$ cat src/rtl/binary_to_excess3_seq_pkg.sv
// Shared definitions for the sequential binary-to-Excess-3 encoder:
// FSM encoding, the Excess-3 bias and the decimal range limit.
package binary_to_excess3_seq_pkg;

    typedef enum logic [1:0] {
        IDLE  = 2'd0,
        SHIFT = 2'd1,
        DONE  = 2'd2
    } state_t;

    localparam logic [3:0] EX3_BIAS = 4'd3;

    localparam int DEFAULT_DIGITS = 2;

    // Largest value representable in the given number of decimal digits.
    function automatic longint unsigned dec_max(input int digits);
        longint unsigned p;
        p = 64'd1;
        for (int i = 0; i < digits; i++) begin
            p = p * 64'd10;
        end
        return p - 64'd1;
    endfunction

    localparam longint unsigned DEC_MAX = dec_max(DEFAULT_DIGITS);

endpackage

$ cat src/rtl/binary_to_excess3_seq_adj3.sv
// Double-dabble correction cell: a BCD nibble of 5 or more gets +3
// so the following left shift carries correctly into the next digit.
module bcd_digit_adj3
    import binary_to_excess3_seq_pkg::*;
(
    input  logic [3:0] din,
    output logic [3:0] dout
);

    assign dout = (din >= 4'd5) ? din + EX3_BIAS : din;

endmodule

$ cat src/rtl/binary_to_excess3_seq.sv
// Sequential binary-to-Excess-3 encoder: shift-and-add-3 over BIN_W cycles,
// then a per-digit +3 bias; result held on a valid/ready output.
module binary_to_excess3_seq
    import binary_to_excess3_seq_pkg::*;
#(
    parameter int BIN_W  = 7,
    parameter int DIGITS = 2
) (
    input  logic                  clk,
    input  logic                  rst,
    input  logic                  in_valid,
    output logic                  in_ready,
    input  logic [BIN_W-1:0]      in_bin,
    output logic                  out_valid,
    input  logic                  out_ready,
    output logic [4*DIGITS-1:0]   out_ex3,
    output logic                  out_err,
    output logic                  busy
);

    localparam int              BCD_W     = 4 * DIGITS;
    localparam int              CNT_W     = $clog2(BIN_W + 1);
    localparam longint unsigned DEC_LIMIT = dec_max(DIGITS);

    state_t             state, state_nxt;
    logic [BIN_W-1:0]   shreg;
    logic [BCD_W-1:0]   bcd;
    logic [CNT_W-1:0]   cnt;
    logic               err;
    logic [BCD_W-1:0]   ex3_q;
    logic               err_q;

    logic [BCD_W-1:0]   bcd_adj;
    logic [BCD_W-1:0]   bcd_shl;
    logic [BIN_W-1:0]   sh_shl;
    logic [63:0]        bin_ext;
    logic               last_shift;

    // Nibble-wise Excess-3 bias, no carry between digits.
    function automatic logic [BCD_W-1:0] add_bias(input logic [BCD_W-1:0] b);
        logic [BCD_W-1:0] r;
        r = '0;
        for (int i = 0; i < DIGITS; i++) begin
            r[4*i +: 4] = b[4*i +: 4] + EX3_BIAS;
        end
        return r;
    endfunction

    for (genvar g = 0; g < DIGITS; g++) begin : g_adj
        bcd_digit_adj3 u_adj (
            .din  (bcd[4*g +: 4]),
            .dout (bcd_adj[4*g +: 4])
        );
    end

    // BCD and binary registers shift as one word, MSB of the binary first.
    assign {bcd_shl, sh_shl} = {bcd_adj, shreg} << 1;
    assign bin_ext    = 64'(in_bin);
    assign last_shift = (cnt == CNT_W'(1));

    always_ff @(posedge clk) begin
        if (rst) begin
            state <= IDLE;
        end else begin
            state <= state_nxt;
        end
    end

    always_comb begin
        state_nxt = state;
        case (state)
            IDLE:    if (in_valid)   state_nxt = SHIFT;
            SHIFT:   if (last_shift) state_nxt = DONE;
            DONE:    if (out_ready)  state_nxt = IDLE;
            default: state_nxt = IDLE;
        endcase
    end

    always_comb begin
        in_ready  = (state == IDLE);
        out_valid = (state == DONE);
        busy      = (state != IDLE);
    end

    always_ff @(posedge clk) begin
        if (rst) begin
            shreg <= '0;
            bcd   <= '0;
            cnt   <= '0;
            err   <= 1'b0;
            ex3_q <= '0;
            err_q <= 1'b0;
        end else begin
            case (state)
                IDLE: begin
                    if (in_valid) begin
                        shreg <= in_bin;
                        bcd   <= '0;
                        cnt   <= CNT_W'(BIN_W);
                        err   <= (bin_ext > DEC_LIMIT);
                    end
                end
                SHIFT: begin
                    shreg <= sh_shl;
                    bcd   <= bcd_shl;
                    cnt   <= cnt - CNT_W'(1);
                    // Out-of-range results read as all-zero, an illegal Ex3 code.
                    if (last_shift) begin
                        ex3_q <= err ? '0 : add_bias(bcd_shl);
                        err_q <= err;
                    end
                end
                default: begin
                end
            endcase
        end
    end

    assign out_ex3 = ex3_q;
    assign out_err = err_q;

endmodule

$ cat config.mk
export PLATFORM = sky130hd
export DESIGN_NAME = binary_to_excess3_seq
export DESIGN_NICKNAME = d
export VERILOG_FILES = /design/src/rtl/binary_to_excess3_seq_pkg.sv /design/src/rtl/binary_to_excess3_seq_adj3.sv /design/src/rtl/binary_to_excess3_seq.sv
export SDC_FILE = /design/constraint.sdc
export NUM_CORES = 1
export LEC_CHECK = 0
export ABC_AREA = 1
export BUFFER_PORTS_ARGS = -buffer_cell sky130_fd_sc_hd__buf_2
export CORE_AREA = 3 3 57 59
export DETAILED_ROUTE_END_ITERATION = 16
export DIE_AREA = 0 0 60 62
export PLACE_DENSITY = 0.71
export SYNTH_ARGS = -nofsm -noshare
export SYNTH_HDL_FRONTEND = slang
export SYNTH_SLANG_ARGS = --single-unit
$ cat constraint.sdc
create_clock -name clk -period 3.55 [get_ports clk]
set_input_delay 0.71 -clock clk [delete_from_list [all_inputs] [get_ports clk]]
set_output_delay 0.71 -clock clk [all_outputs]
set_load 0.03 [all_outputs]
# Word-level counts from Yosys, hierarchy flattened
# Cells that the tools add are included.
[totals]
input_bits = 11
out_inout_bits = 12
regBits = 30
elab_cells = 41
[classes]
n_lt_le_gt_ge = 3
n_reduce_logical = 7
n_addsub = 5
eq_ne = 6
mux = 13
[ops]
columns = ["cell", "count"]
rows = [
  ["$mux 8", 2],
  ["$pmux 8 s2", 1],
  ["$pmux 7 s2", 1],
  ["$add 4x2->4 const B", 3],
  ["$ge 4x3->1 const B", 2],
  ["$gt 7x7->1 const B", 1],
  ["$mux 7", 1],
  ["$mux 2", 3],
  ["$mux 3", 2],
  ["$pmux 2 s3", 1],
  ["$pmux 3 s2", 1],
  ["$reduce_and 2->1", 3],
  ["$mux 4", 1],
  ["$ne 2x2->1 const B", 2],
  ["$reduce_bool 2->1", 2],
  ["$add 3x2->3 const B", 1],
  ["$eq 3x1->1 const B", 1],
  ["$reduce_and 3->1", 1],
  ["$sub 3x1->3 const B", 1],
  ["$eq 2x1->1 const B", 1],
  ["$eq 2x2->1 const B", 1],
  ["$logic_not 2->1", 1],
  ["$ne 2x1->1 const B", 1],
]

# Logic depth before layout (Yosys ltp)
[logic_depth]
word_depth = 4
mapped_depth = 12
mapped_depth_nobuf = 12

# Cells and area by module
# From an unflattened synthesis, not the netlist that was laid out.
[hier_totals]
hier_cells = 230
area_unflattened_um2 = 1622.8
[modules_own_cells]
columns = ["module", "cells_per_inst", "area_each_um2", "seq_area_each_um2", "instances"]
rows = [
  ["binary_to_excess3_seq", 184, 1352.5, 600.6, 1],
  ["bcd_digit_adj3", 23, 135.1, 0.0, 2],
]

# Worst setup path after synthesis
# Ideal clock, no wire load.
[synth_path]
kind = "reg2out"
start = "register state[1]"
end = "output port busy"
stages_incl_launch_ff = 3
path_slack_ps = 1702
arrival_time_ps = 1138
path_cell_list = "dfxtp_1 > nor2_1 > inv_1"
[synth_between]
elab_chain_cells = 1
[synth_rtl]
columns = ["element", "line_no", "text"]
rows = [
  ["from (decl)", "binary_to_excess3_seq.sv:25", "state_t state, state_nxt;"],
  ["from (signal assigned)", "binary_to_excess3_seq.sv:65", "state <= state_nxt;"],
  ["$reduce_bool 2->1", "binary_to_excess3_seq.sv:82", "busy = (state != IDLE);"],
  ["to (decl)", "binary_to_excess3_seq.sv:18", "output logic busy"],
]
# Every way passes these cells.

# Final worst setup path
[layout_path]
start = "register state[1]"
end = "output port out_valid"
[layout_between]
elab_chain_cells = 1
[layout_rtl]
columns = ["element", "line_no", "text"]
rows = [
  ["$eq 2x2->1", "binary_to_excess3_seq.sv:81", "out_valid = (state == DONE);"],
  ["to (decl)", "binary_to_excess3_seq.sv:14", "output logic out_valid,"],
]
# Every way passes these cells.

==> impl_results.md <==
- CTS Sinks: 30
- Hold Path Class: flip-flop to flip-flop
- Fill cell count: around 280
- CP required: 2840 ps
- Worst setup path endpoint: out_valid
- Area delta synth->final: 11.7%
- Slew of the pin with the lowest slew margin: around 520 ps
- Die Width: 60 microns
- Fmax achieved: 0.530 GHz
- MaxCap Viol Count: 0
- CTS buffer count: 5
- Chip Height: 62 microns
- Placed insts: 253
- CP Launch Point: state[1]
- Startpoint class of the critical path: flip-flop
- Setup Slack @ Placement: approximately 1700 ps
- Clock Latency Late Sink: ~330 ps
- GRT Resource Usage Total: 0.180
- First-pass GRT wire length: roughly 5000 microns
- R2R Path Start: bcd[0]
- Synth area leaders: dfxtp_1 (40%), nand2_1 (14%), a211oi_1 (7.0%)
- CP endpoint kind: output pin
- Relative slew slack: 0.653
- Worst EP arrival: 1180 ps
- Ports: 23
- Commonest non-fill, non-tap cell in the layout: nand2_1
- Outcome: finished, final reports clean
- PwrDens: about 410 mW/mm^2
- Initial antenna violation count: 0
- Skew final: 12.4 ps
- Area leader, netlist: dfxtp_1
- VDD IR max: about 0.36 mV
- Drt drc: 0
- Die area: ~0.0037 sq mm
- Pin count of the biggest net entering global routing: 31
- Grt total ovfl: 0
- Yosys Warn Count: 0
- Synth Register Bits: 30
- Clk root buf: clkbuf_4
- Core area: between 0.002 and 0.003 sq mm
- Vias per inst: slightly above 5
- Seq. cell area: roughly 600 sq um
- Drt wl/cell: 11.3 microns
- Row count: 19
- Number of gates resized after cts: 0
- Crit-path cells: inv_1 -> nor2_1 -> buf_2
- Mapped Avg Cell Area: about 7.3 sq um
- Area of the multi-input gates: roughly 750 sq um
- GP Congestion: just over 0.8
- Clk pin slew, worst setup/hold paths: about 90 ps
- Leakage: ~0.74 nW
- FF-to-FF End: out_ex3[5]
- Final setup fails: 0
- Layout cell share with drive strength beyond 1: 0.161
- Detail Placement HPWL: 2190 microns
- Fin. Hold Viols: 0
- Slowest cell on crit path: dfxtp_1
- Syn_nets: approximately 230
- Crit Path Max Fanout: 3
- CTS tree: done
- Syn Std Cell Area: 0.00151 sq mm
- R2R setup slack: between 1500 and 2000 ps
- Number of buffers added on ports: 22
- Setup CP Type: flip-flop to output pin
- Initial Utilization: 0.546
- CTS Hold Bufs: 0
- DRT Pass-1 Iters: 4
- Fin cells: approximately 260
- PnR worst setup slack: between 1500 and 2000 ps
- Final setup TNS: 0 ps
- Synth cell types: 25
- Worst reg-to-reg path cell count: 9
- Cells after synthesis: just over 200
- Post-CTS Setup Bufs: 0
- Commonest cells after routing, fill and taps aside: nand2_1 (56), dfxtp_1 (30), inv_1 (28)
- Pins Over Slew Limit: 0
- Final period utilization: 0.532
- RSZ-0062 raised after global routing: no
- Vias in the first global route: between 1,000 and 1,500
- Max Root-Sink Buffers: 2
- ANT cells: 0
- Detailed router's first-iteration violation count: 28
- Yosys top cell area share: 0.399
- Seq/Total Area, Yosys: 0.399
- Routed Antenna Nets: 0
- Vias: around 1,300
- Nets: between 200 and 250
- Crit-path max cell delay: about 470 ps
- Wirelength, routed: 2960 microns
- Htree depth: 2
- Time the worst path needs with I/O delays and setup: ~1900 ps
-- where the power goes --
part           switching, mW  total (mW)  internal (mW)
clock                  0.115       0.211         0.0958
combinational         0.0821       0.120         0.0377
sequential            0.0101       0.367          0.357
-- cells in the mapped netlist --
cell type  count
nand2_1       56
dfxtp_1       30
inv_1         28
a21oi_1       21
a211oi_1      14
nand3_1       11
nor2_1        10
ha_1           7
clkbuf_1       4
inv_2          4
o21ai_0        3
o21ai_1        3
buf_2          2
nand4_1        2
nor2_4         2
a221oi_1       1
a31oi_1        1
buf_4          1
nand3_4        1
nor2_8         1
nor3_1         1
o311ai_0       1
or2_0          1
or2_1          1
xor2_1         1
-- layout make-up --
class                   count  area share
clock buffers               7      0.0327
clock inverters             1     0.00297
inverters                  32      0.0714
multi-input cells         138       0.448
flip-flops and latches     30       0.357
well taps                  31      0.0230
repair buffers             22      0.0654
-- worst max-delay path, delay by kind of cell, from the launching register on --
family / cells / cell delay [ps]
flops: 1 / 470
buf+inv: 2 / 270
simple gates: 1 / 110
-- layer usage --
layer  global-route usage  up-vias  routed length (microns)
li1                     -      722                        -
met1                0.204      591                     1350
met2                0.309       26                     1410
met3               0.0620        6                      146
met4               0.0759        0                       53
met5                    0        -                        0
-- state kept, by name, summed over array words and instances (netlist names) --
register / cells
state: 2
out_ex3: 8
shreg: 7
err: 1
out_err: 1
bcd: 8
cnt: 3
-- worst min path at each step --
stage / end / from / depth (start not counted) / slack [ps]
final: out_ex3[3] / out_ex3[3] / 2 / 460
after global routing: out_ex3[7] / out_ex3[7] / 2 / 480
after CTS: out_ex3[7] / out_ex3[7] / 2 / 470
after detailed placement: out_ex3[7] / out_ex3[7] / 2 / 450
after global placement: out_ex3[4] / out_ex3[4] / 2 / 450
after floorplan: shreg[1] / shreg[1] / 2 / 440
-- stage by stage --
stage                      util  cell area [sq um]  power [mW]  hold slack (ps)
after floorplan               -               1510       0.470              441
after global placement    0.588               1620       0.491              450
after detailed placement  0.588               1620       0.496              454
after CTS                 0.610               1680       0.707              467
after global routing      0.610               1680       0.741              484
final                     0.610               1680       0.698              463
-- cell families (layout without fill, tap and decap cells) --
kind of cell / after synthesis / in the layout / share of synthesized area
AND/OR/NAND/NOR: 86 / 86 / 0.261
adder cells (fa/ha/maj): 7 / 7 / 0.0581
XOR/XNOR: 1 / 1 / 0.00582
buffers and inverters: 39 / 62 / 0.101
flip-flops: 30 / 30 / 0.399
AO/OA/AOI/OAI: 44 / 44 / 0.175
(Power assumes the default switching activity.)
